**config.mk**
```make
export PLATFORM = sky130hd
export DESIGN_NAME = imc_instr_fetch_ctrl
export DESIGN_NICKNAME = d
export VERILOG_FILES = /design/src/rtl/imc_instr_fetch_ctrl.sv
export SDC_FILE = /design/constraint.sdc
export NUM_CORES = 1
export LEC_CHECK = 0
export ABC_AREA = 1
export CORE_MARGIN = 1.5
export CORE_UTILIZATION = 25
export CTS_CLUSTER_SIZE = 20
export DETAILED_ROUTE_END_ITERATION = 6
export PLACE_DENSITY_LB_ADDON = 0.05
export SYNTH_ARGS = -nofsm -noshare
export SYNTH_HDL_FRONTEND = slang
export SYNTH_SLANG_ARGS = --single-unit
```
**constraint.sdc**
```tcl
create_clock -name clk -period 5.56 [get_ports clk]
set_input_delay 1.112 -clock clk [delete_from_list [all_inputs] [get_ports clk]]
set_output_delay 1.112 -clock clk [all_outputs]
set_load 0.1 [all_outputs]
```
**src/rtl/imc_instr_fetch_ctrl.sv**
```systemverilog
`default_nettype none
// ============================================================================
// Module   : imc_instr_fetch_ctrl
// Function : Loads a program into an instruction RAM, then streams it to the
//            decoder through a 2-entry output FIFO with ready/valid handshake.
// Revision : 1.0
// ============================================================================
module imc_instr_fetch_ctrl #(
    parameter int DATA_WIDTH = 32,
    parameter int ADDR_WIDTH = 7,
    parameter int RAM_DEPTH  = 64
) (
    input  logic                  clk,
    input  logic                  rst,
    input  logic                  load_valid,
    input  logic [DATA_WIDTH-1:0] load_data,
    input  logic                  load_last,
    output logic                  load_ready,
    input  logic                  start,
    output logic                  mem_wr_cs,
    output logic                  mem_wr_en,
    output logic [ADDR_WIDTH-1:0] mem_wr_addr,
    output logic [DATA_WIDTH-1:0] mem_wr_data,
    output logic                  mem_rd_cs,
    output logic                  mem_rd_en,
    output logic [ADDR_WIDTH-1:0] mem_rd_addr,
    input  logic [DATA_WIDTH-1:0] mem_rd_data,
    output logic                  instr_valid,
    output logic [DATA_WIDTH-1:0] instr_data,
    output logic                  instr_last,
    input  logic                  instr_ready,
    output logic [ADDR_WIDTH:0]   prog_len,
    output logic                  busy,
    output logic                  done,
    output logic                  load_err
);

    localparam int CW = ADDR_WIDTH + 1;

    typedef enum logic [2:0] {
        S_IDLE  = 3'd0,
        S_LOAD  = 3'd1,
        S_FETCH = 3'd2,
        S_DRAIN = 3'd3,
        S_DONE  = 3'd4
    } state_t;

    state_t r_state;
    state_t w_state_nxt;

    logic [CW-1:0]                r_load_cnt;
    logic [CW-1:0]                r_prog_len;
    logic [CW-1:0]                r_pc;
    logic                         r_load_err;
    logic [1:0][DATA_WIDTH-1:0]   r_fifo_data;
    logic [1:0]                   r_fifo_last;
    logic                         r_wr_ptr;
    logic                         r_rd_ptr;
    logic [1:0]                   r_fifo_cnt;
    logic                         r_inflight;
    logic                         r_inflight_last;

    logic          w_load_ready;
    logic          w_beat;
    logic [CW-1:0] w_wr_idx;
    logic          w_beat_last;
    logic          w_overflow;
    logic          w_pop;
    logic          w_push;
    logic [2:0]    w_occupancy;
    logic          w_issue;
    logic          w_issue_last;
    logic          w_fetch_entry;

    assign w_load_ready = (r_state == S_IDLE) || (r_state == S_LOAD);
    assign w_beat       = load_valid && w_load_ready;
    // The first beat of a program is accepted straight from IDLE at address 0.
    assign w_wr_idx     = (r_state == S_IDLE) ? '0 : r_load_cnt;
    assign w_beat_last  = w_beat && load_last;
    assign w_overflow   = w_beat && !load_last && (w_wr_idx == CW'(RAM_DEPTH - 1));

    assign w_pop        = (r_fifo_cnt != 2'd0) && instr_ready;
    assign w_push       = r_inflight;
    // A pop in this cycle frees a slot, so the read stream can stay back-to-back.
    assign w_occupancy  = {1'b0, r_fifo_cnt} + {2'b00, r_inflight} - {2'b00, w_pop};
    assign w_issue      = (r_state == S_FETCH) && (w_occupancy < 3'd2);
    assign w_issue_last = w_issue && (r_pc == r_prog_len - 1'b1);

    always_comb begin
        w_state_nxt = r_state;
        case (r_state)
            S_IDLE: begin
                if (w_beat) begin
                    w_state_nxt = (load_last || w_overflow) ? S_IDLE : S_LOAD;
                end else if (start) begin
                    w_state_nxt = (r_prog_len != '0) ? S_FETCH : S_DONE;
                end
            end
            S_LOAD: begin
                if (w_beat_last || w_overflow) begin
                    w_state_nxt = S_IDLE;
                end
            end
            S_FETCH: begin
                if (w_issue_last) begin
                    w_state_nxt = S_DRAIN;
                end
            end
            S_DRAIN: begin
                if ((r_fifo_cnt == 2'd0) && !r_inflight) begin
                    w_state_nxt = S_DONE;
                end
            end
            S_DONE: begin
                if (start && (r_prog_len != '0)) begin
                    w_state_nxt = S_FETCH;
                end
            end
            default: w_state_nxt = S_IDLE;
        endcase
    end

    assign w_fetch_entry = (w_state_nxt == S_FETCH) && (r_state != S_FETCH);

    always_ff @(posedge clk) begin
        if (!rst) begin
            r_state         <= S_IDLE;
            r_load_cnt      <= '0;
            r_prog_len      <= '0;
            r_pc            <= '0;
            r_load_err      <= 1'b0;
            r_fifo_data     <= '0;
            r_fifo_last     <= '0;
            r_wr_ptr        <= 1'b0;
            r_rd_ptr        <= 1'b0;
            r_fifo_cnt      <= 2'd0;
            r_inflight      <= 1'b0;
            r_inflight_last <= 1'b0;
        end else begin
            r_state <= w_state_nxt;

            if (w_beat) begin
                r_load_cnt <= w_wr_idx + 1'b1;
                if (r_state == S_IDLE) begin
                    r_load_err <= 1'b0;
                end
                if (w_beat_last) begin
                    r_prog_len <= w_wr_idx + 1'b1;
                end
                if (w_overflow) begin
                    r_prog_len <= CW'(RAM_DEPTH);
                    r_load_err <= 1'b1;
                end
            end

            if (w_fetch_entry) begin
                r_pc <= '0;
            end else if (w_issue) begin
                r_pc <= r_pc + 1'b1;
            end

            r_inflight      <= w_issue;
            r_inflight_last <= w_issue_last;

            if (w_push) begin
                r_fifo_data[r_wr_ptr] <= mem_rd_data;
                r_fifo_last[r_wr_ptr] <= r_inflight_last;
                r_wr_ptr              <= ~r_wr_ptr;
            end
            if (w_pop) begin
                r_rd_ptr <= ~r_rd_ptr;
            end
            r_fifo_cnt <= r_fifo_cnt + {1'b0, w_push} - {1'b0, w_pop};
        end
    end

    assign load_ready  = w_load_ready;
    assign mem_wr_cs   = w_beat;
    assign mem_wr_en   = w_beat;
    assign mem_wr_addr = w_beat ? w_wr_idx[ADDR_WIDTH-1:0] : '0;
    assign mem_wr_data = w_beat ? load_data : '0;
    assign mem_rd_cs   = w_issue;
    assign mem_rd_en   = w_issue;
    assign mem_rd_addr = w_issue ? r_pc[ADDR_WIDTH-1:0] : '0;
    assign instr_valid = (r_fifo_cnt != 2'd0);
    assign instr_data  = instr_valid ? r_fifo_data[r_rd_ptr] : '0;
    assign instr_last  = instr_valid && r_fifo_last[r_rd_ptr];
    assign prog_len    = r_prog_len;
    assign busy        = (r_state == S_LOAD) || (r_state == S_FETCH) || (r_state == S_DRAIN);
    assign done        = (r_state == S_DONE);
    assign load_err    = r_load_err;

endmodule
`default_nettype wire
```
==> impl_metrics.csv <==
group,metric,value,unit
drt,drc,0,
final_layout,nNetsFinal,980,
setup_path,cp.arrival,3770,ps
synthesis,syn_inst,761,
setup_path,crit_path_end_kind,"primary output",
final_layout,syn2layout_area_growth,40.7,%
outcome,status,"finished, final reports clean",
hold_path,hold-path-cell-count,2,
power,switchingPower,1080,uW
power,powerDensity,341,mW/mm2
setup_path,critPathMaxFanout,13,
drt,drt_iter0_markers,154,
timing,slew_viol_final,0,
power,power,2420,uW
final_layout,fin_area,0.00710,mm2
timing,setup_viol,0,
timing,worst_pin_slew,1020,ps
synthesis,syn_area,0.00505,mm2
place,place_area,0.00681,mm2
drt,wl,16400,um
global_routing,grt_pass1_wl,26800,um
final_layout,drive_gt1_frac,0.152,
timing,fmax,0.205,GHz
synthesis,avgSynthCellArea,6.63,um2
final_layout,fill_cells,2177,
power,ir_worst_vdd,235,uV
drt,first_pass_iters,4,
setup_path,worstReg2RegEnd,"r_pc[2]",
setup_path,r2r_cells,15,
clock_network,cts_made_buffers,9,
drt,vias,5154,
drt,wl_per_cell,13.9,um
global_routing,grt_pass1_vias,5068,
hold_path,hp-class,"flop to flop",
timing,hold_viol,0,
global_routing,gr-total-overflow,0,
drt,vias_per_cell,4.39,
power,swShare,0.446,
setup_path,critPathKind,"primary input to primary output",
die,rows,51,
clock_network,cts_tree,"built",
setup_path,r2r_setup_slack,2630,ps
hold_path,whs_endpoint,"r_load_cnt[6]",
die,die_w,145,um
clock_network,h-tree-depth,3,
synthesis,syn_nets,837,
global_routing,track_usage,0.158,
drt,met2_wirelength,8140,um
drt,highest_layer,"met4",
setup_path,reg2reg_from,"r_fifo_cnt[1]",
timing,relSlewSlack,0.315,
hold_path,min_from,"r_load_cnt[6]",
setup_path,worstPathRequired,4450,ps
job,max_cap_viol_count,0,
timing,finClkSkew,7.56,ps
timing,tns,0,ps
clock_network,hold_buffers,0,
die,pin_count,166,
place,port_buffers,165,
final_layout,n_antenna_cell,0,
drt,wl_met1,7480,um
timing,period_share,0.878,
timing,timing.final.crit_period,4880,ps
global_routing,antenna_found_initial,0,
clock_network,cts.reportedPaths.clkPinSlew,70,ps
clock_network,cts_root_buffer,"clkbuf_16",
clock_network,clk-insertion-delay-late,350,ps
power,leakage,0.00303,uW
synthesis,synth_seq_cells,100,
drt,ant_nets,0,
setup_path,worstSetupStartpointType,"primary input",
die,design.die.area,0.0211,mm2
clock_network,cts_resized,0,
power,p_int,1340,uW
clock_network,cts.sinks,100,
place,gp_congestion,0.788,
setup_path,setup.worst_path.start,"instr_ready",
global_routing,grt_max_degree,50,
timing,rsz0062_at_grt,"no",
synthesis,ys_warn_count,0,
power,pwr-share-seq,0.329,
die,core,0.0197,mm2
place,dp_hpwl,11300,um
clock_network,clockBufferDepth,2,
synthesis,synth.distinct_cells,41,
clock_network,cts_setup_buffers,0,
power,clockPowerShare,0.261,
die,start_util,0.257,
timing,worst_hold_slack,481,ps
power,combPwrFrac,0.411,
synthesis,ys_seq_area_frac,0.397,
die,die_h,145,um
drt,dr_wl_met3,559,um
-- registers in the layout, summed over array words and instances, names as in the netlist --
register	cells
r_load_cnt	8
r_inflight_last	1
r_inflight	1
load_err	1
r_fifo_data	64
r_fifo_cnt	2
r_fifo_last	2
r_state	3
r_pc	8
r_wr_ptr	1
r_rd_ptr	1
prog_len	8
-- layer usage --
metal	vias to the layer above	GRT usage
li1	2654	-
met1	2399	0.192
met2	89	0.281
met3	12	0.0330
met4	0	0.0439
met5	-	0
-- critical path, cell delays in order --
cell and delay [ps]:
clkdlybuf4s50_1 410, nand2_1 100, inv_1 50, ha_1 260, inv_1 50, ha_1 140
inv_1 50, fa_1 490, a21boi_0 230, nand3_2 330, inv_2 130, nand2_1 90
inv_1 130, buf_12 180
-- kinds of logic (layout without fill, tap and decap cells) --
group                    count (synthesis)  count (layout)  share of synthesized area
AND/OR/NAND/NOR                        383             383                      0.319
AO/OA/AOI/OAI                          137             137                      0.141
buffers and inverters                  119             266                     0.0962
flip-flops                             100             100                      0.397
XOR/XNOR                                16              16                     0.0305
adder cells (fa/ha/maj)                  6               6                     0.0164
-- cells in the final DEF (no fill, tap or decap), types with 2 or more instances in the layout --
master	instances
a211oi_1	2
a21oi_1	48
a31oi_1	2
buf_12	9
buf_4	83
clkbuf_16	9
clkdlybuf4s50_1	81
clkinv_1	2
clkinv_2	2
dfxtp_1	100
ha_1	5
inv_1	70
inv_2	5
nand2_1	127
nand2_2	3
nand2_4	3
nand3_1	11
nand3_2	4
nand3b_1	2
nor2_1	212
nor2_2	4
nor2_4	4
nor3_1	5
nor3b_1	2
o21ai_0	77
o21ai_1	2
xnor2_1	6
xor2_1	9
-- worst max-delay path by stage --
| stage | endpoint | slack (ps) |
|---|---|---|
| floorplan | mem_rd_addr[1] | 350 |
| global placement | mem_rd_addr[0] | 690 |
| detailed placement | mem_rd_addr[0] | 660 |
| CTS | mem_rd_addr[0] | 660 |
| global route | mem_rd_addr[0] | 360 |
| finish | mem_rd_addr[0] | 680 |
-- stage by stage --
stage                     cells  setup WS [ps]  utilization
after detailed placement   1158            662        0.347
after CTS                  1173            660        0.361
after global routing       1173            358        0.361
final                      1173            680        0.361
after global placement     1158            688        0.347
after floorplan             761            352            -
-- layout make-up --
class | count | area (um2) | area share
timing repair buffer | 174 | 1620 | 0.228
clock buffer | 9 | 225 | 0.0317
sequential | 100 | 2000 | 0.282
inverter | 77 | 289 | 0.0407
clock inverter | 6 | 65.1 | 0.00916
multi-input combinational | 542 | 2570 | 0.362
tap | 265 | 332 | 0.0467
-- synth_stat cells, drive strengths merged --
| master | count | area share |
|---|---|---|
| buf | 10 | 0.015 |
| o22ai | 1 | 0.0012 |
| xor2 | 9 | 0.016 |
| clkinv | 2 | 0.0015 |
| o211ai | 1 | 0.0015 |
| inv | 75 | 0.056 |
| a31oi | 2 | 0.0025 |
| xnor3 | 1 | 0.0045 |
| nor3 | 7 | 0.010 |
| a21o | 1 | 0.0015 |
| xnor2 | 6 | 0.010 |
| a21boi | 1 | 0.0015 |
| nor4 | 1 | 0.0012 |
| nor3b | 2 | 0.0030 |
| a211oi | 3 | 0.0055 |
| a21oi | 49 | 0.049 |
| nor2 | 221 | 0.17 |
| fa | 1 | 0.0040 |
| ha | 5 | 0.012 |
| clkbuf | 32 | 0.024 |
| or2 | 1 | 0.0012 |
| nand2 | 133 | 0.10 |
| o21ai | 79 | 0.078 |
| nand3 | 16 | 0.022 |
| dfxtp | 100 | 0.40 |
| nand3b | 2 | 0.0030 |
-- power groups by stage --
stage | sequential (uW) | combinational [uW] | clock (uW)
2_1_floorplan | 820 | 709 | 0
3_3_place_gp | 811 | 1000 | 0
3_5_place_dp | 812 | 1010 | 0
4_1_cts | 796 | 1010 | 659
5_1_grt | 801 | 1070 | 683
6_report | 795 | 995 | 631
Note: power is estimated with default switching activity, not from simulation.
